<file path="config.mk">
export PLATFORM = sky130hd
export DESIGN_NAME = booth_mul_issue_ctrl_flat
export DESIGN_NICKNAME = d
export VERILOG_FILES = /design/src/rtl/booth_mul_issue_ctrl_pkg.sv /design/src/rtl/booth_mul_issue_ctrl_if.sv /design/src/rtl/booth_mul_issue_ctrl_res_fifo.sv /design/src/rtl/booth_mul_issue_ctrl.sv /design/src/flat_wrapper.sv
export SDC_FILE = /design/constraint.sdc
export NUM_CORES = 1
export LEC_CHECK = 0
export BUFFER_PORTS_ARGS = -buffer_cell sky130_fd_sc_hd__buf_2
export CAP_MARGIN = 10
export CORE_MARGIN = 8
export CORE_UTILIZATION = 58
export CTS_CLUSTER_SIZE = 24
export DETAILED_ROUTE_END_ITERATION = 10
export GPL_TIMING_DRIVEN = 0
export PLACE_DENSITY_LB_ADDON = 0.15
export SLEW_MARGIN = 20
export SYNTH_ARGS = -nofsm -noshare
export SYNTH_HDL_FRONTEND = slang
export SYNTH_HIERARCHICAL = 1
export SYNTH_SLANG_ARGS = --single-unit
</file>
<file path="constraint.sdc">
create_clock -name clk -period 9.3 [get_ports clk]
set_input_delay 1.86 -clock clk [delete_from_list [all_inputs] [get_ports clk]]
set_output_delay 1.86 -clock clk [all_outputs]
set_load 0.02 [all_outputs]
</file>
<file path="src/rtl/booth_mul_issue_ctrl_pkg.sv">
// Shared widths, defaults and helpers for the booth multiplier issue front-end.
// BOOTH_MUL_LAT is the single place the multiplier pipeline depth is set.
package booth_mul_issue_ctrl_pkg;

  localparam int unsigned BOOTH_MUL_LAT  = 5;
  localparam int unsigned FIFO_DEPTH_DEF = 8;
  localparam int unsigned TAG_W_DEF      = 4;
  localparam int unsigned DATA_W         = 32;
  localparam int unsigned PROD_W         = 64;
  localparam int unsigned PERF_W         = 32;

  // Saturating increment for event counters
  function automatic logic [PERF_W-1:0] sat_inc(input logic [PERF_W-1:0] v, input logic en);
    return (en && (v != '1)) ? v + PERF_W'(1) : v;
  endfunction

endpackage

</file>
<file path="src/rtl/booth_mul_issue_ctrl_if.sv">
// Request/result/multiplier bus of booth_mul_issue_ctrl.
// Perf counter outputs exist only when BOOTH_MUL_PERF_EN is defined.
interface booth_mul_issue_ctrl_if
  import booth_mul_issue_ctrl_pkg::*;
#(
  parameter int unsigned TAG_W = TAG_W_DEF
);
  logic              flush;
  logic              in_valid;
  logic              in_ready;
  logic [DATA_W-1:0] in_a;
  logic [DATA_W-1:0] in_b;
  logic              in_hi;
  logic [TAG_W-1:0]  in_tag;
  logic [DATA_W-1:0] mul_a;
  logic [DATA_W-1:0] mul_b;
  logic [PROD_W-1:0] mul_result;
  logic              out_valid;
  logic              out_ready;
  logic [PROD_W-1:0] out_prod;
  logic [DATA_W-1:0] out_word;
  logic [TAG_W-1:0]  out_tag;
`ifdef BOOTH_MUL_PERF_EN
  logic [PERF_W-1:0] perf_issue;
  logic [PERF_W-1:0] perf_stall;
  logic [PERF_W-1:0] perf_bp;

  modport slave (
    input  flush, in_valid, in_a, in_b, in_hi, in_tag, mul_result, out_ready,
    output in_ready, mul_a, mul_b, out_valid, out_prod, out_word, out_tag,
           perf_issue, perf_stall, perf_bp
  );
  modport master (
    output flush, in_valid, in_a, in_b, in_hi, in_tag, mul_result, out_ready,
    input  in_ready, mul_a, mul_b, out_valid, out_prod, out_word, out_tag,
           perf_issue, perf_stall, perf_bp
  );
`else
  modport slave (
    input  flush, in_valid, in_a, in_b, in_hi, in_tag, mul_result, out_ready,
    output in_ready, mul_a, mul_b, out_valid, out_prod, out_word, out_tag
  );
  modport master (
    output flush, in_valid, in_a, in_b, in_hi, in_tag, mul_result, out_ready,
    input  in_ready, mul_a, mul_b, out_valid, out_prod, out_word, out_tag
  );
`endif
endinterface

</file>
<file path="src/rtl/booth_mul_issue_ctrl_res_fifo.sv">
// booth_res_fifo: synchronous FIFO with a registered head entry and pointer-based
// full/empty flags (no occupancy counter). DEPTH must be a power of two.
module booth_res_fifo #(
  parameter int unsigned WIDTH = 69,
  parameter int unsigned DEPTH = 8
) (
  input  logic             clk,
  input  logic             rstn,
  input  logic             flush,
  input  logic             wr,
  input  logic [WIDTH-1:0] wdata,
  input  logic             rd,
  output logic [WIDTH-1:0] rdata,
  output logic             empty
);
  localparam int unsigned AW = (DEPTH > 1) ? $clog2(DEPTH) : 1;
  localparam int unsigned PW = AW + 1;

  logic [WIDTH-1:0] mem [DEPTH];
  logic [PW-1:0]    wr_ptr, rd_ptr;
  logic             head_vld;
  logic [WIDTH-1:0] head;
  logic             mem_empty, mem_full, pop, load, bypass, mem_wr, mem_rd;

  assign mem_empty = (wr_ptr == rd_ptr);
  assign mem_full  = (wr_ptr[AW] != rd_ptr[AW]) && (wr_ptr[AW-1:0] == rd_ptr[AW-1:0]);
  // Head refills from storage first, otherwise straight from the write port
  assign pop       = head_vld && rd;
  assign load      = !head_vld || pop;
  assign bypass    = load && mem_empty && wr;
  assign mem_wr    = wr && !bypass;
  assign mem_rd    = load && !mem_empty;

  always_ff @(posedge clk or negedge rstn) begin
    if (!rstn) begin
      wr_ptr   <= '0;
      rd_ptr   <= '0;
      head_vld <= 1'b0;
      head     <= '0;
    end else if (flush) begin
      wr_ptr   <= '0;
      rd_ptr   <= '0;
      head_vld <= 1'b0;
      head     <= '0;
    end else begin
      if (mem_wr) wr_ptr <= wr_ptr + PW'(1);
      if (mem_rd) rd_ptr <= rd_ptr + PW'(1);
      if (load) begin
        head_vld <= mem_rd || bypass;
        if (mem_rd)      head <= mem[rd_ptr[AW-1:0]];
        else if (bypass) head <= wdata;
      end
    end
  end

  always_ff @(posedge clk) begin
    if (mem_wr && !flush) mem[wr_ptr[AW-1:0]] <= wdata;
  end

  assign rdata = head;
  assign empty = !head_vld;

  // Upstream credits make a write into a full store impossible
  mem_no_overflow: assert property (@(posedge clk) disable iff (!rstn)
    !(mem_wr && mem_full && !mem_rd && !flush));

endmodule

</file>
<file path="src/rtl/booth_mul_issue_ctrl.sv">
// Valid/ready front-end for the fixed-latency booth_multiplier: operand registers,
// in-flight tracking pipeline, credit counter and result FIFO. Optional BOOTH_MUL_PERF_EN.
module booth_mul_issue_ctrl
  import booth_mul_issue_ctrl_pkg::*;
#(
  parameter int unsigned MUL_LAT    = BOOTH_MUL_LAT,
  parameter int unsigned FIFO_DEPTH = FIFO_DEPTH_DEF,
  parameter int unsigned TAG_W      = TAG_W_DEF
) (
  input logic                  clk,
  input logic                  rstn,
  booth_mul_issue_ctrl_if.slave bus
);
  localparam int unsigned CNT_W = $clog2(FIFO_DEPTH + 1);
  localparam int unsigned ENT_W = PROD_W + 1 + TAG_W;

  logic              accept, pop, ready_q, out_hi;
  logic [CNT_W-1:0]  cnt_q, cnt_nxt;
  logic [DATA_W-1:0] mul_a_q, mul_b_q;
  logic [MUL_LAT:0]  vld_q, hi_q;
  logic [TAG_W-1:0]  tag_q [MUL_LAT+1];
  logic [ENT_W-1:0]  fifo_rdata;
  logic              fifo_empty;

  assign bus.in_ready = ready_q && !bus.flush;
  assign accept       = bus.in_valid && bus.in_ready;
  assign pop          = bus.out_valid && bus.out_ready && !bus.flush;

  // Credits cover both in-flight and buffered results
  always_comb begin
    cnt_nxt = cnt_q;
    if (bus.flush)           cnt_nxt = '0;
    else if (accept && !pop) cnt_nxt = cnt_q + CNT_W'(1);
    else if (!accept && pop) cnt_nxt = cnt_q - CNT_W'(1);
  end

  always_ff @(posedge clk or negedge rstn) begin
    if (!rstn) begin
      cnt_q   <= '0;
      ready_q <= 1'b1;
    end else begin
      cnt_q   <= cnt_nxt;
      ready_q <= (cnt_nxt < CNT_W'(FIFO_DEPTH));
    end
  end

  always_ff @(posedge clk or negedge rstn) begin
    if (!rstn) begin
      mul_a_q <= '0;
      mul_b_q <= '0;
    end else if (accept) begin
      mul_a_q <= bus.in_a;
      mul_b_q <= bus.in_b;
    end
  end

  assign bus.mul_a = mul_a_q;
  assign bus.mul_b = mul_b_q;

  // Stage 0 aligns with mul_a/mul_b; stage MUL_LAT aligns with mul_result
  always_ff @(posedge clk or negedge rstn) begin
    if (!rstn) begin
      vld_q <= '0;
      hi_q  <= '0;
      for (int i = 0; i <= int'(MUL_LAT); i++) tag_q[i] <= '0;
    end else begin
      vld_q    <= bus.flush ? '0 : {vld_q[MUL_LAT-1:0], accept};
      hi_q     <= {hi_q[MUL_LAT-1:0], bus.in_hi};
      tag_q[0] <= bus.in_tag;
      for (int i = 1; i <= int'(MUL_LAT); i++) tag_q[i] <= tag_q[i-1];
    end
  end

  booth_res_fifo #(
    .WIDTH (ENT_W),
    .DEPTH (FIFO_DEPTH)
  ) u_res_fifo (
    .clk   (clk),
    .rstn  (rstn),
    .flush (bus.flush),
    .wr    (vld_q[MUL_LAT]),
    .wdata ({bus.mul_result, hi_q[MUL_LAT], tag_q[MUL_LAT]}),
    .rd    (bus.out_ready),
    .rdata (fifo_rdata),
    .empty (fifo_empty)
  );

  assign {bus.out_prod, out_hi, bus.out_tag} = fifo_rdata;
  assign bus.out_valid = !fifo_empty;
  assign bus.out_word  = out_hi ? bus.out_prod[PROD_W-1:DATA_W] : bus.out_prod[DATA_W-1:0];

`ifdef BOOTH_MUL_PERF_EN
  logic [PERF_W-1:0] perf_issue_q, perf_stall_q, perf_bp_q;

  always_ff @(posedge clk or negedge rstn) begin
    if (!rstn) begin
      perf_issue_q <= '0;
      perf_stall_q <= '0;
      perf_bp_q    <= '0;
    end else if (bus.flush) begin
      perf_issue_q <= '0;
      perf_stall_q <= '0;
      perf_bp_q    <= '0;
    end else begin
      perf_issue_q <= sat_inc(perf_issue_q, accept);
      perf_stall_q <= sat_inc(perf_stall_q, bus.in_valid && !bus.in_ready);
      perf_bp_q    <= sat_inc(perf_bp_q, bus.out_valid && !bus.out_ready);
    end
  end

  assign bus.perf_issue = perf_issue_q;
  assign bus.perf_stall = perf_stall_q;
  assign bus.perf_bp    = perf_bp_q;
`endif

endmodule

</file>
<file path="src/flat_wrapper.sv">
// flat-port wrapper written by rule: the top's interface ports become plain ports
module booth_mul_issue_ctrl_flat import booth_mul_issue_ctrl_pkg::*;
#(
  parameter int unsigned MUL_LAT    = BOOTH_MUL_LAT,
  parameter int unsigned FIFO_DEPTH = FIFO_DEPTH_DEF,
  parameter int unsigned TAG_W      = TAG_W_DEF
)
  (clk, rstn, bus_flush, bus_in_valid, bus_in_a, bus_in_b, bus_in_hi, bus_in_tag, bus_mul_result, bus_out_ready, bus_in_ready, bus_mul_a, bus_mul_b, bus_out_valid, bus_out_prod, bus_out_word, bus_out_tag);
  booth_mul_issue_ctrl_if #(.TAG_W(TAG_W)) bus_i ();
  input logic clk;
  input logic rstn;
  input wire logic [$bits(bus_i.flush)-1:0] bus_flush;
  input wire logic [$bits(bus_i.in_valid)-1:0] bus_in_valid;
  input wire logic [$bits(bus_i.in_a)-1:0] bus_in_a;
  input wire logic [$bits(bus_i.in_b)-1:0] bus_in_b;
  input wire logic [$bits(bus_i.in_hi)-1:0] bus_in_hi;
  input wire logic [$bits(bus_i.in_tag)-1:0] bus_in_tag;
  input wire logic [$bits(bus_i.mul_result)-1:0] bus_mul_result;
  input wire logic [$bits(bus_i.out_ready)-1:0] bus_out_ready;
  output wire logic [$bits(bus_i.in_ready)-1:0] bus_in_ready;
  output wire logic [$bits(bus_i.mul_a)-1:0] bus_mul_a;
  output wire logic [$bits(bus_i.mul_b)-1:0] bus_mul_b;
  output wire logic [$bits(bus_i.out_valid)-1:0] bus_out_valid;
  output wire logic [$bits(bus_i.out_prod)-1:0] bus_out_prod;
  output wire logic [$bits(bus_i.out_word)-1:0] bus_out_word;
  output wire logic [$bits(bus_i.out_tag)-1:0] bus_out_tag;
  assign bus_i.flush = bus_flush;
  assign bus_i.in_valid = bus_in_valid;
  assign bus_i.in_a = bus_in_a;
  assign bus_i.in_b = bus_in_b;
  assign bus_i.in_hi = bus_in_hi;
  assign bus_i.in_tag = bus_in_tag;
  assign bus_i.mul_result = bus_mul_result;
  assign bus_i.out_ready = bus_out_ready;
  assign bus_in_ready = bus_i.in_ready;
  assign bus_mul_a = bus_i.mul_a;
  assign bus_mul_b = bus_i.mul_b;
  assign bus_out_valid = bus_i.out_valid;
  assign bus_out_prod = bus_i.out_prod;
  assign bus_out_word = bus_i.out_word;
  assign bus_out_tag = bus_i.out_tag;
  booth_mul_issue_ctrl #(.MUL_LAT(MUL_LAT), .FIFO_DEPTH(FIFO_DEPTH), .TAG_W(TAG_W)) u_core (.clk(clk), .rstn(rstn), .bus(bus_i));
endmodule
</file>
### Yosys cells after proc, flatten, opt, wreduce, memory -nomap -nowiden

Memory sizes are Yosys's and may differ from the RTL's.
Cells that the tools add are included.

* output and inout bits: 166
* register bits: 183
* word-level logic and storage cells: 64
* memories kept: 1
* memory bits (writable): 552

* add/subtract/negate cells: 4
* equality and inequality tests: 1
* multiplexer cells: 17
* magnitude comparators: 1
* reductions and logical operators: 24

Memory list
* u_core.u_res_fifo.mem: depth 8, bits a word 69, rd ports 1, clocked after Yosys merged registers in 0, wr ports 1, line booth_mul_issue_ctrl_res_fifo.sv:19 `logic [WIDTH-1:0] mem [DEPTH];`

Operator list (number)
* 69-bit 2-to-1 mux: 4
* 32-bit 2-to-1 mux: 1
* 4-bit 2-to-1 mux: 7
* 4-bit by 1-bit adder with 4-bit output, second input constant: 3
* 1-bit logical AND: 11
* 1-bit logical NOT: 6
* 6-bit 2-to-1 mux: 1
* 2-bit nonzero test: 3
* 4-bit equality test: 1
* 4-bit < comparator, second input constant: 1
* 1-bit 2-to-1 mux: 4
* 4-bit by 1-bit subtractor with 4-bit output, second input constant: 1
* 3-bit nonzero test: 1
* 1-bit logical OR: 2
* 2-bit AND reduction: 1

### Longest topological paths before layout

Gate-level depths: netlist of the first run.

* word-level depth: 9
* mapped depth: 9
* depth with buffers taken out: 5

### By module

The synthesis of the first run kept the hierarchy.

Modules (own cells, without submodules)
* booth_res_fifo: times used 1, seq. area each 18527.8 µm², area each 24194.5 µm², cells an instance 1125
* booth_mul_issue_ctrl: times used 1, seq. area each 2628.8 µm², area each 4135.2 µm², cells an instance 252

### Worst setup path after synthesis of the first run

No wires, ideal clock.

* path kind: in2reg
* start point: input bus_out_ready
* end point: memory u_core.u_res_fifo.mem[0][0], enable pin
* required time: 8719 ps
* arrival time: 7677 ps
* slack: 1042 ps
* setup time: 581 ps
* cell stages on the path: 6
* cells stage by stage: nor2b_1 clkbuf_1 clkbuf_1 buf_1 o211ai_1 nor3_1

* word-level cells in the longest chain between the ends: 9

RTL lines
* start, declared: line flat_wrapper.sv:19 `input wire logic [$bits(bus_i.out_ready)-1:0] bus_out_ready;`
* 1-bit logical AND: line booth_mul_issue_ctrl_res_fifo.sv:28 `assign pop = head_vld && rd;`
* 1-bit logical OR: line booth_mul_issue_ctrl_res_fifo.sv:29 `assign load = !head_vld || pop;`
* 1-bit logical AND (2 in series): line booth_mul_issue_ctrl_res_fifo.sv:30 `assign bypass = load && mem_empty && wr;`
* 1-bit logical NOT: line booth_mul_issue_ctrl_res_fifo.sv:31 `assign mem_wr = wr && !bypass;`
* 1-bit logical AND: line booth_mul_issue_ctrl_res_fifo.sv:31
* 1-bit logical AND: line booth_mul_issue_ctrl_res_fifo.sv:57 `if (mem_wr && !flush) mem[wr_ptr[AW-1:0]] <= wdata;`
* 1-bit 2-to-1 mux: line booth_mul_issue_ctrl_res_fifo.sv:57
* 1-bit 2-to-1 mux (not written as such): line booth_mul_issue_ctrl_res_fifo.sv:57
* end, declared: line booth_mul_issue_ctrl_res_fifo.sv:19

No other way between the ends.

### Worst setup path after layout of the first run

* start point: input bus_out_ready
* end point: memory u_core.u_res_fifo.mem[0][35], enable pin

Same word-level chain as after synthesis.

==> results.sh, run 1 <==
export IMPL_status="finished clean"
export IMPL_clockPowerShare_pct=39.9
export IMPL_combPwrFrac_pct=9.9
export IMPL_r2r_cells=11
export IMPL_drcViolationCount=0
export IMPL_io_buffers=303
export IMPL_mostFrequentLayoutCells="552 x edfxtp_1, 333 x buf_2, 182 x dfrtp_1, 138 x mux4_2, 81 x clkbuf_16"
export IMPL_slowest_delay_ns=0.59
export IMPL_multi_input_area_sq_um=6750
export IMPL_core_rowCount=81
export IMPL_hp_class="reg -> reg"
export IMPL_ff2ff_setup_slack_ns=4.82
export IMPL_fmax_ghz=0.183
export IMPL_cts_tree="yes"
export IMPL_worstReg2RegEnd="u_core/u_res_fifo/mem[0][35]"
export IMPL_clk_pin_slew_ns=0.06
export IMPL_stdcell_count=2488
export IMPL_async_flop_share_pct=24.9
export IMPL_syn_inst=1377
export IMPL_hp_start="u_core/tag_q[9]"
export IMPL_drtAntennaViolNets=0
export IMPL_vias_per_cell=6.39
export IMPL_clock_latency_ns=0.61
export IMPL_p_int_mw=5.66
export IMPL_leakagePower_nw=12.2
export IMPL_place_ws_ns=3.29
export IMPL_nFillCells=3050
export IMPL_postCtsSetupRepairBufs=0
export IMPL_cp_max_fo=10
export IMPL_worst_path_buf_inv=9
export IMPL_hold_path_end="u_core/tag_q[5]"
export IMPL_rsz0062_at_grt="false"
export IMPL_hold_viol=0
export IMPL_ir_worst_vdd_mv=0.164
export IMPL_drtIter0Drc=1935
export IMPL_syn_nets=1519
export IMPL_place_congestion=0.837
export IMPL_start_util_pct=58.4
export IMPL_firstDrtPassIters=5
export IMPL_drv_slew=0
export IMPL_p_per_area_nw_per_um2=218
export IMPL_setup_slack_ns=3.84
export IMPL_cp_data_arrival_time_ns=5.76
export IMPL_regArea_sq_um=21200
export IMPL_critPathKind="in -> reg"
export IMPL_io_pins=304
export IMPL_grt_usage_pct=26.3
export IMPL_clkSinkCount=735
export IMPL_synth_warnings=6
export IMPL_cts_resized_gates=0
export IMPL_power_frac_seq_pct=50.2
export IMPL_cts_buffers=73
export IMPL_synth_seq_cells=735
export IMPL_ctsHtreeMaxLevel=3
export IMPL_clock_skew_ns=0.0233
export IMPL_place_hpwl_mm=50.2
export IMPL_clockRootBuffer="clkbuf_16"
export IMPL_clockBufferDepth=3
export IMPL_die_area_sq_um=56200
export IMPL_vias=15900
export IMPL_cp_end_kind="flip-flop"
export IMPL_required_ns=9.60
export IMPL_die_y_microns=237
export IMPL_drive_gt1_share_pct=39.6
export IMPL_die_w_microns=237
export IMPL_fin_nets=1941
export IMPL_syn_area_sq_um=28300
export IMPL_slew_headroom_pct=31.6
export IMPL_maxCapViolations=0
export IMPL_drt_wl_total_mm=74.3
export IMPL_overflow=0
export IMPL_grt_pass1_wl_mm=108
export IMPL_grt_pass1_vias=16500
export IMPL_setup_viol=0
export IMPL_yosys_cell_types_count=43
export IMPL_layout_commonest_cell="edfxtp_1"
export IMPL_synth_edf_count=552
export IMPL_grt_antenna_before_repair=16
export IMPL_postLayoutCellArea_sq_um=33800
export IMPL_switching_share_pct=23.3
export IMPL_worstMarginPinSlew_ns=1.03
export IMPL_cp_top_family="buffers and inverters"
export IMPL_cpMostUsedCell="buf_4"
export IMPL_fin_total_pwr_mw=7.38
export IMPL_ctsHoldBuffers=0
export IMPL_grt_max_degree=97
export IMPL_avgSynthCellArea_sq_um=20.6
export IMPL_dp_cells=2346
export IMPL_core_sq_um=48500
export IMPL_wl_per_cell_microns=29.8
export IMPL_slowest_stage="clkbuf_1"
export IMPL_synth_ff_type="edfxtp_1"
export IMPL_p_sw_mw=1.72
export IMPL_hold_depth=0
export IMPL_placed_cell_area_sq_um=31400
export IMPL_ys_seq_area_share_pct=74.7
export IMPL_crit_chain="buf_2, nor2b_1, clkbuf_1, clkbuf_1, buf_1, o211ai_1, nor3_2, buf_4, buf_6, buf_4, buf_4, buf_4"
export IMPL_rr_startpoint="u_core/u_res_fifo/head_vld"
export IMPL_areaGrowthSynthToFinish_pct=19.4
export IMPL_finalCriticalPeriod_ns=5.46
export IMPL_start_kind="input pin"
export IMPL_min_period_over_period_pct=58.7
==> metal layers <==
layer	vias to the layer above	global-route usage [%]	share of wire, %
li1	6557	-	-
met1	8323	35.5	38
met2	888	40.2	47
met5	-	1.78	0.26
met4	12	8.37	2.4
met3	125	9.03	12
==> cell type report <==
class	instances	area share (%)
antenna	7	0.0518
buffer	100	1.37
clock buffer	99	6.28
clock inverter	36	0.884
inverter	5	0.0555
multi-input combinational	537	19.9
sequential	735	62.5
tap	622	2.30
timing repair buffer	347	6.60
==> how the worst max path moves through the flow <==
stage | from | endpoint | slack, ns | cells after the start
4_1_cts | bus_out_ready | u_core/u_res_fifo/mem[0][38] | 3.84 | 12
5_1_grt | bus_out_ready | u_core/u_res_fifo/mem[0][35] | 3.71 | 12
6_report | bus_out_ready | u_core/u_res_fifo/mem[0][35] | 3.84 | 12
2_1_floorplan | bus_out_ready | u_core/u_res_fifo/mem[0][0] | 1.04 | 6
3_3_place_gp | bus_out_ready | u_core/u_res_fifo/mem[0][35] | -4.91 | 7
3_5_place_dp | bus_out_ready | u_core/u_res_fifo/mem[0][35] | 3.29 | 12
==> Yosys cell counts, drive strengths merged (2+ instances only) <==
library cell	number	area share (%)
edfxtp	552	59
dfrtp	182	16
mux4	138	11
mux2	100	4.2
mux2i	71	2.5
nor4	70	1.5
a221o	69	2.4
clkbuf	58	0.77
buf	42	0.87
nor2	18	0.24
nor2b	10	0.22
nand2	7	0.093
a21oi	6	0.11
xnor2	6	0.19
inv	5	0.066
nor3	5	0.088
ha	4	0.18
nand2b	4	0.088
nand3	3	0.053
o21ai	3	0.053
a211oi	2	0.053
and3	2	0.044
and4	2	0.062
nand4	2	0.044
o2111ai	2	0.062
or3	2	0.044
==> kinds of logic (layout without fill, tap and decap cells) <==
family	Yosys count	count (layout)	synth area share (%)
adders and majority gates	4	4	0.177
AOI/OAI and AO/OA	87	87	2.85
xor gates and xnor gates	6	6	0.185
other	0	7	0
buffers and inverters	105	587	1.70
muxes	309	309	17.7
DFF	735	735	74.7
and+or+nand+nor	131	131	2.69
==> power by group through the flow <==
stage | logic, mW | clock network [mW] | registers (mW)
final | 0.731 | 2.94 | 3.71
after global routing | 0.776 | 3.11 | 3.71
after CTS | 0.736 | 2.99 | 3.70
after detailed placement | 0.732 | 0 | 3.77
after global placement | 0.716 | 0 | 3.77
after floorplan | 0.359 | 0 | 3.82
==> registers in the layout, indices dropped and copies added, names as in the netlist <==
name,count
u_core/ready_q,1
u_core/u_res_fifo/rdata,69
u_core/u_res_fifo/wr_ptr,4
u_core/vld_q,6
u_core/u_res_fifo/mem,552
u_core/tag_q,24
u_core/bus.mul_a,32
u_core/u_res_fifo/rd_ptr,4
u_core/cnt_q,4
u_core/u_res_fifo/head_vld,1
u_core/hi_q,6
u_core/bus.mul_b,32
==> through the flow <==
| step | utilization [%] | hold WS (ns) | setup TNS [ns] |
|---|---|---|---|
| after detailed placement | 64.7 | 0.335 | 0 |
| after CTS | 69.7 | 0.348 | 0 |
| final | 69.7 | 0.346 | 0 |
| after global routing | 69.7 | 0.355 | 0 |
| after floorplan | - | 0.331 | 0 |
| after global placement | 63.1 | 0.332 | -969.42 |
Power figures use the tool's default switching activity.
==> run 2: changes to the inputs <==
--- a/config.mk
+++ b/config.mk
@@ -5,10 +5,11 @@
 export SDC_FILE = /design/constraint.sdc
 export NUM_CORES = 1
 export LEC_CHECK = 0
+export ABC_AREA = 1
 export BUFFER_PORTS_ARGS = -buffer_cell sky130_fd_sc_hd__buf_2
 export CAP_MARGIN = 10
 export CORE_MARGIN = 8
-export CORE_UTILIZATION = 58
+export CORE_UTILIZATION = 53
 export CTS_CLUSTER_SIZE = 24
 export DETAILED_ROUTE_END_ITERATION = 10
 export GPL_TIMING_DRIVEN = 0
==> constraint.sdc (replaced) <==
create_clock -name clk -period 4.6 [get_ports clk]
set_input_delay 0.92 -clock clk [delete_from_list [all_inputs] [get_ports clk]]
set_output_delay 0.92 -clock clk [all_outputs]
set_load 0.02 [all_outputs]
==> results.sh, run 2 <==
export IMPL_clockPowerShare_pct=39.7
export IMPL_die_w_microns=255
export IMPL_clockBufferDepth=3
export IMPL_avgSynthCellArea_sq_um=10.6
export IMPL_synth_top_cell_by_area="edfxtp_1"
export IMPL_core_sq_um=56500
export IMPL_clockRootBuffer="clkbuf_16"
export IMPL_crit_end="u_core/u_res_fifo/mem[3][8]"
export IMPL_min_period_over_period_pct=77.4
export IMPL_ff2ff_setup_slack_ns=1.04
export IMPL_core_rowCount=87
export IMPL_mostFrequentLayoutCells="1,338 x nand2_1, 552 x edfxtp_1, 427 x nand3_1, 390 x buf_2, 182 x dfrtp_1"
export IMPL_ctsHtreeMaxLevel=3
export IMPL_vias_per_cell=5.50
export IMPL_finalCriticalPeriod_ns=3.56
export IMPL_die_y_microns=255
export IMPL_synth_warnings=6
export IMPL_r2r_cells=12
export IMPL_power_frac_seq_pct=46.6
export IMPL_place_hpwl_mm=62.6
export IMPL_synth_top_area_share_pct=54.7
export IMPL_status="finished clean"
export IMPL_async_flop_share_pct=24.9
export IMPL_slew_headroom_pct=46.6
export IMPL_ys_seq_area_share_pct=69.9
export IMPL_clock_skew_ns=0.0167
export IMPL_layout_commonest_cell="nand2_1"
export IMPL_grt_usage_pct=27.0
export IMPL_die_area_sq_um=65000
export IMPL_crit_start="u_core/u_res_fifo/rd_ptr[0]"
export IMPL_cts_tree="yes"
export IMPL_grt_pass1_vias=21600
export IMPL_clk_pin_slew_ns=0.06
export IMPL_yosys_cell_types_count=34
export IMPL_rr_startpoint="u_core/u_res_fifo/rd_ptr[0]"
export IMPL_cp_data_arrival_time_ns=3.86
export IMPL_grt_max_degree=87
export IMPL_drtAntennaViolNets=0
export IMPL_synth_commonest_cells="1,338 x nand2_1, 552 x edfxtp_1, 427 x nand3_1"
export IMPL_rsz0062_at_grt="false"
export IMPL_start_util_pct=53.6
export IMPL_drt_wl_total_mm=88.9
export IMPL_drtIter0Drc=2111
export IMPL_drive_gt1_share_pct=18.8
export IMPL_syn_inst=2849
export IMPL_cts_buffers=75
export IMPL_p_sw_mw=4.27
export IMPL_hold_viol=0
export IMPL_required_ns=4.90
export IMPL_p_int_mw=11.9
export IMPL_clkSinkCount=735
export IMPL_fin_total_pwr_mw=16.2
export IMPL_cp_end_kind="flip-flop"
export IMPL_leakagePower_nw=16.1
export IMPL_syn_area_sq_um=30300
export IMPL_worstReg2RegEnd="u_core/u_res_fifo/mem[3][8]"
export IMPL_crit_chain="buf_4, inv_2, nand2_1, nand2_1, nor2_2, nand3_1, nand3_1, nor3_4, buf_16, buf_8, buf_8, buf_8"
export IMPL_critPathKind="reg -> reg"
export IMPL_drv_slew=0
export IMPL_maxCapViolations=0
export IMPL_clock_latency_ns=0.61
export IMPL_place_congestion=0.924
export IMPL_worstMarginPinSlew_ns=0.799
export IMPL_areaGrowthSynthToFinish_pct=19.6
export IMPL_p_per_area_nw_per_um2=447
export IMPL_grt_pass1_wl_mm=132
export IMPL_stdcell_count=4092
export IMPL_slowest_delay_ns=0.75
export IMPL_setup_viol=0
export IMPL_syn_nets=2991
export IMPL_synth_seq_cells=735
export IMPL_ir_worst_vdd_mv=0.312
export IMPL_vias=22500
export IMPL_cts_resized_gates=0
export IMPL_switching_share_pct=26.4
export IMPL_combPwrFrac_pct=13.7
export IMPL_synthTopCellsByArea="edfxtp_1 55%, nand2_1 17%, dfrtp_1 15%"
export IMPL_largest_reg_flops=552
export IMPL_cp_max_fo=11
export IMPL_start_kind="flip-flop"
export IMPL_hp_class="in -> async"
export IMPL_wl_per_cell_microns=21.7
export IMPL_yosysMostFrequentCell="nand2_1"
export IMPL_synth_ff_type="edfxtp_1"
export IMPL_io_buffers=303
export IMPL_ctsHoldBuffers=0
export IMPL_synth_edf_count=552
export IMPL_firstDrtPassIters=6
export IMPL_holdWs_ns=0.207
export IMPL_fmax_ghz=0.281
export IMPL_grt_antenna_before_repair=8
export IMPL_fin_nets=3409
export IMPL_overflow=0
export IMPL_setup_tns_ns=0
export IMPL_slowest_stage="nor3_4"
export IMPL_cpMostUsedCell="buf_8"
export IMPL_dp_cells=3946
export IMPL_io_pins=304
export IMPL_postCtsSetupRepairBufs=0
export IMPL_drcViolationCount=0
-- run 2: kinds of logic after synthesis --
group	share of synthesized area [%]
mux	1.19
fa+ha+maj	0.165
flops	69.9
simple gates	24.4
buf+inv	4.05
compound gates	0.161
xor+xnor	0.174
-- run 2: worst min path at each step --
stage / end / slack [ns]
finish: u_core/tag_q[4] / 0.21
global route: u_core/tag_q[10] / 0.22
CTS: u_core/tag_q[4] / 0.19
detailed placement: u_core/tag_q[19] / 0.33
global placement: u_core/tag_q[8] / 0.33
floorplan: u_core/hi_q[1] / 0.33
-- run 2: power by group through the flow --
stage	Sequential (mW)	Combinational, mW	Clock, mW
2_1_floorplan	7.80	1.11	0
3_3_place_gp	7.66	2.15	0
3_5_place_dp	7.67	2.20	0
4_1_cts	7.54	2.21	6.51
5_1_grt	7.56	2.42	6.75
6_report	7.55	2.22	6.42
-- run 2: layer usage --
| layer | share of wire, % | track usage [%] |
|---|---|---|
| met3 | 11 | 5.23 |
| met5 | 0.015 | 0 |
| met4 | 4.0 | 11.2 |
| met1 | 39 | 37.6 |
| met2 | 46 | 41.5 |
-- run 2: worst max-delay path: cells and delay by family (launching register included) --
family / cells / cell delay [ns]
AND/OR/NAND/NOR: 6 / 1.54
buffers and inverters: 6 / 1.28
flip-flops: 1 / 0.40
-- run 2: metrics by stage --
stage / instance area (sq um) / util, % / worst slack, ns
after floorplan: 30300 / - / -0.440
after global placement: 32800 / 58.0 / -3.50
after detailed placement: 33600 / 59.4 / 0.521
final: 36200 / 64.1 / 1.04
after global routing: 36200 / 64.1 / 0.987
after CTS: 36200 / 64.1 / 1.12
-- run 2: final cells by class --
cell class                 instances  area [sq um]
fill                            4450         20300
timing repair buffer             341          2260
buffer                           164           857
tap                              756           946
clock buffer                     111          2240
inverter                          98           370
sequential                       735         21200
clock inverter                    27           397
antenna                            8          20.0
multi-input combinational       1852          7970
==> run 3: changes to the inputs <==
==> constraint.sdc (replaced) <==
create_clock -name clk -period 2.9 [get_ports clk]
set_input_delay 0.58 -clock clk [delete_from_list [all_inputs] [get_ports clk]]
set_output_delay 0.58 -clock clk [all_outputs]
set_load 0.02 [all_outputs]
==> results.sh, run 3 (synthesis results as in run 2) <==
export IMPL_ctsHtreeMaxLevel=3
export IMPL_drive_gt1_share_pct=19.0
export IMPL_start_kind="flip-flop"
export IMPL_crit_start="u_core/u_res_fifo/rd_ptr[0]"
export IMPL_clk_pin_slew_ns=0.06
export IMPL_grt_max_degree=101
export IMPL_setup_slack_ns=0.113
export IMPL_clkSinkCount=735
export IMPL_wl_per_cell_microns=22.0
export IMPL_die_y_microns=255
export IMPL_maxCapViolations=0
export IMPL_hold_path_end="u_core/hi_q[0]"
export IMPL_ff2ff_setup_slack_ns=0.11
export IMPL_required_ns=3.21
export IMPL_mostFrequentLayoutCells="1,338 x nand2_1, 552 x edfxtp_1, 425 x nand3_1, 390 x buf_2, 181 x dfrtp_1"
export IMPL_die_area_sq_um=65000
export IMPL_layout_commonest_cell="nand2_1"
export IMPL_holdWs_ns=0.0760
export IMPL_fmax_ghz=0.359
export IMPL_die_w_microns=255
export IMPL_grt_usage_pct=27.5
export IMPL_place_hpwl_mm=62.9
export IMPL_cts_buffers=76
export IMPL_cts_tree="yes"
export IMPL_clockRootBuffer="clkbuf_16"
export IMPL_cp_data_arrival_time_ns=3.09
export IMPL_r2r_cells=11
export IMPL_cp_end_kind="flip-flop"
export IMPL_drt_wl_total_mm=90.4
export IMPL_hold_viol=0
export IMPL_drv_slew=0
export IMPL_setup_tns_ns=0
export IMPL_hold_depth=1
export IMPL_drcViolationCount=0
export IMPL_ir_worst_vdd_mv=0.539
export IMPL_hp_start="bus_in_hi"
export IMPL_drtAntennaViolNets=0
export IMPL_grt_pass1_wl_mm=134
export IMPL_areaGrowthSynthToFinish_pct=19.5
export IMPL_firstDrtPassIters=5
export IMPL_worstReg2RegEnd="u_core/u_res_fifo/mem[3][1]"
export IMPL_slew_headroom_pct=41.6
export IMPL_core_sq_um=56500
export IMPL_min_period_over_period_pct=96.1
export IMPL_dp_cells=3944
export IMPL_rsz0062_at_grt="false"
export IMPL_io_pins=304
export IMPL_start_util_pct=53.6
export IMPL_grt_antenna_before_repair=7
export IMPL_cp_max_fo=14
export IMPL_rr_startpoint="u_core/u_res_fifo/rd_ptr[0]"
export IMPL_multi_input_area_sq_um=7980
export IMPL_drtIter0Drc=2579
export IMPL_regArea_sq_um=21200
export IMPL_leakagePower_nw=16.1
export IMPL_clock_latency_ns=0.62
export IMPL_place_congestion=0.916
export IMPL_io_buffers=303
export IMPL_core_rowCount=87
export IMPL_worstMarginPinSlew_ns=0.876
export IMPL_fin_nets=3431
export IMPL_vias=22700
export IMPL_clockBufferDepth=3
export IMPL_postLayoutCellArea_sq_um=36200
export IMPL_grt_pass1_vias=21900
export IMPL_status="finished clean"
export IMPL_finalCriticalPeriod_ns=2.79
export IMPL_overflow=0
export IMPL_largest_reg_flops=552
export IMPL_vias_per_cell=5.52
export IMPL_setup_viol=0
export IMPL_hp_class="in -> reg"
export IMPL_fin_util_pct=64.0
export IMPL_stdcell_count=4110
export IMPL_placed_cell_area_sq_um=33600
export IMPL_place_ws_ns=-0.676
export IMPL_nFillCells=4410
export IMPL_fin_total_pwr_mw=25.0
export IMPL_critPathKind="reg -> reg"
export IMPL_p_per_area_nw_per_um2=692
export IMPL_clock_skew_ns=0.0268
[run 3: changes by cell type in the layout (fill, tap and decap cells not counted), sizes merged]
cell / before / now
clkbuf: 167 / 176
inv: 101 / 99
dlygate4sd3: 0 / 1
clkinvlp: 1 / 0
bufinv: 10 / 3
buf: 449 / 470
diode: 8 / 5
[run 3: layer usage]
| layer | vias up | wire [microns] | track usage, % | share of wire (%) |
|---|---|---|---|---|
| li1 | 10300 | - | - | - |
| met1 | 11000 | 35800 | 37.8 | 40 |
| met2 | 1176 | 41600 | 42.6 | 46 |
| met3 | 181 | 10100 | 6.52 | 11 |
| met4 | 10 | 2960 | 10.3 | 3.3 |
| met5 | - | 58 | 0 | 0.064 |
[run 3: where the power goes]
| part | internal [mW] | leakage [nW] | total, mW | switching [mW] |
|---|---|---|---|---|
| Clock | 5.62 | 1.18 | 9.51 | 3.89 |
| Sequential | 11.6 | 7.33 | 12.0 | 0.347 |
| Combinational | 1.02 | 7.57 | 3.54 | 2.52 |
[run 3: worst max path at each step]
| stage | depth (start not counted) | slack (ns) | to |
|---|---|---|---|
| after floorplan | 5 | -0.73 | u_core/u_res_fifo/mem[6][0] |
| after global placement | 5 | -2.82 | u_core/u_res_fifo/mem[3][1] |
| after detailed placement | 8 | -0.68 | u_core/u_res_fifo/mem[3][2] |
| after CTS | 11 | 0.02 | u_core/u_res_fifo/mem[0][38] |
| after global routing | 11 | 0.06 | u_core/u_res_fifo/mem[3][1] |
| final | 11 | 0.11 | u_core/u_res_fifo/mem[3][1] |
[run 3: layout make-up]
cell class                      count  share of cell area [%]
Clock inverter                     17                   0.432
Timing Repair Buffer              363                    6.73
Inverter                           98                    1.02
Antenna cell                        5                  0.0346
Multi-Input combinational cell   1852                    22.1
Clock buffer                      121                    6.27
Tap cell                          756                    2.61
Buffer                            163                    2.36
Sequential cell                   735                    58.5
[run 3: worst max-delay path: stages, from the launching register on]
cell and delay (ns):
dfrtp_1 0.39, buf_4 0.22, inv_2 0.28, nand2_1 0.10, nand2_1 0.10, nor2_2 0.06
nand3_2 0.13, nand3_2 0.26, nor3_4 0.34, buf_4 0.18, buf_8 0.17, buf_6 0.22
[run 3: repair_timing]
item	in CTS	in global routing
endpoints found under the setup margin	345	52
hold buffers	1	0
resized for setup	1	1
cloned	0	0
hold endpoints to repair	21	0
pin swaps	7	0
buffers inserted	21	2
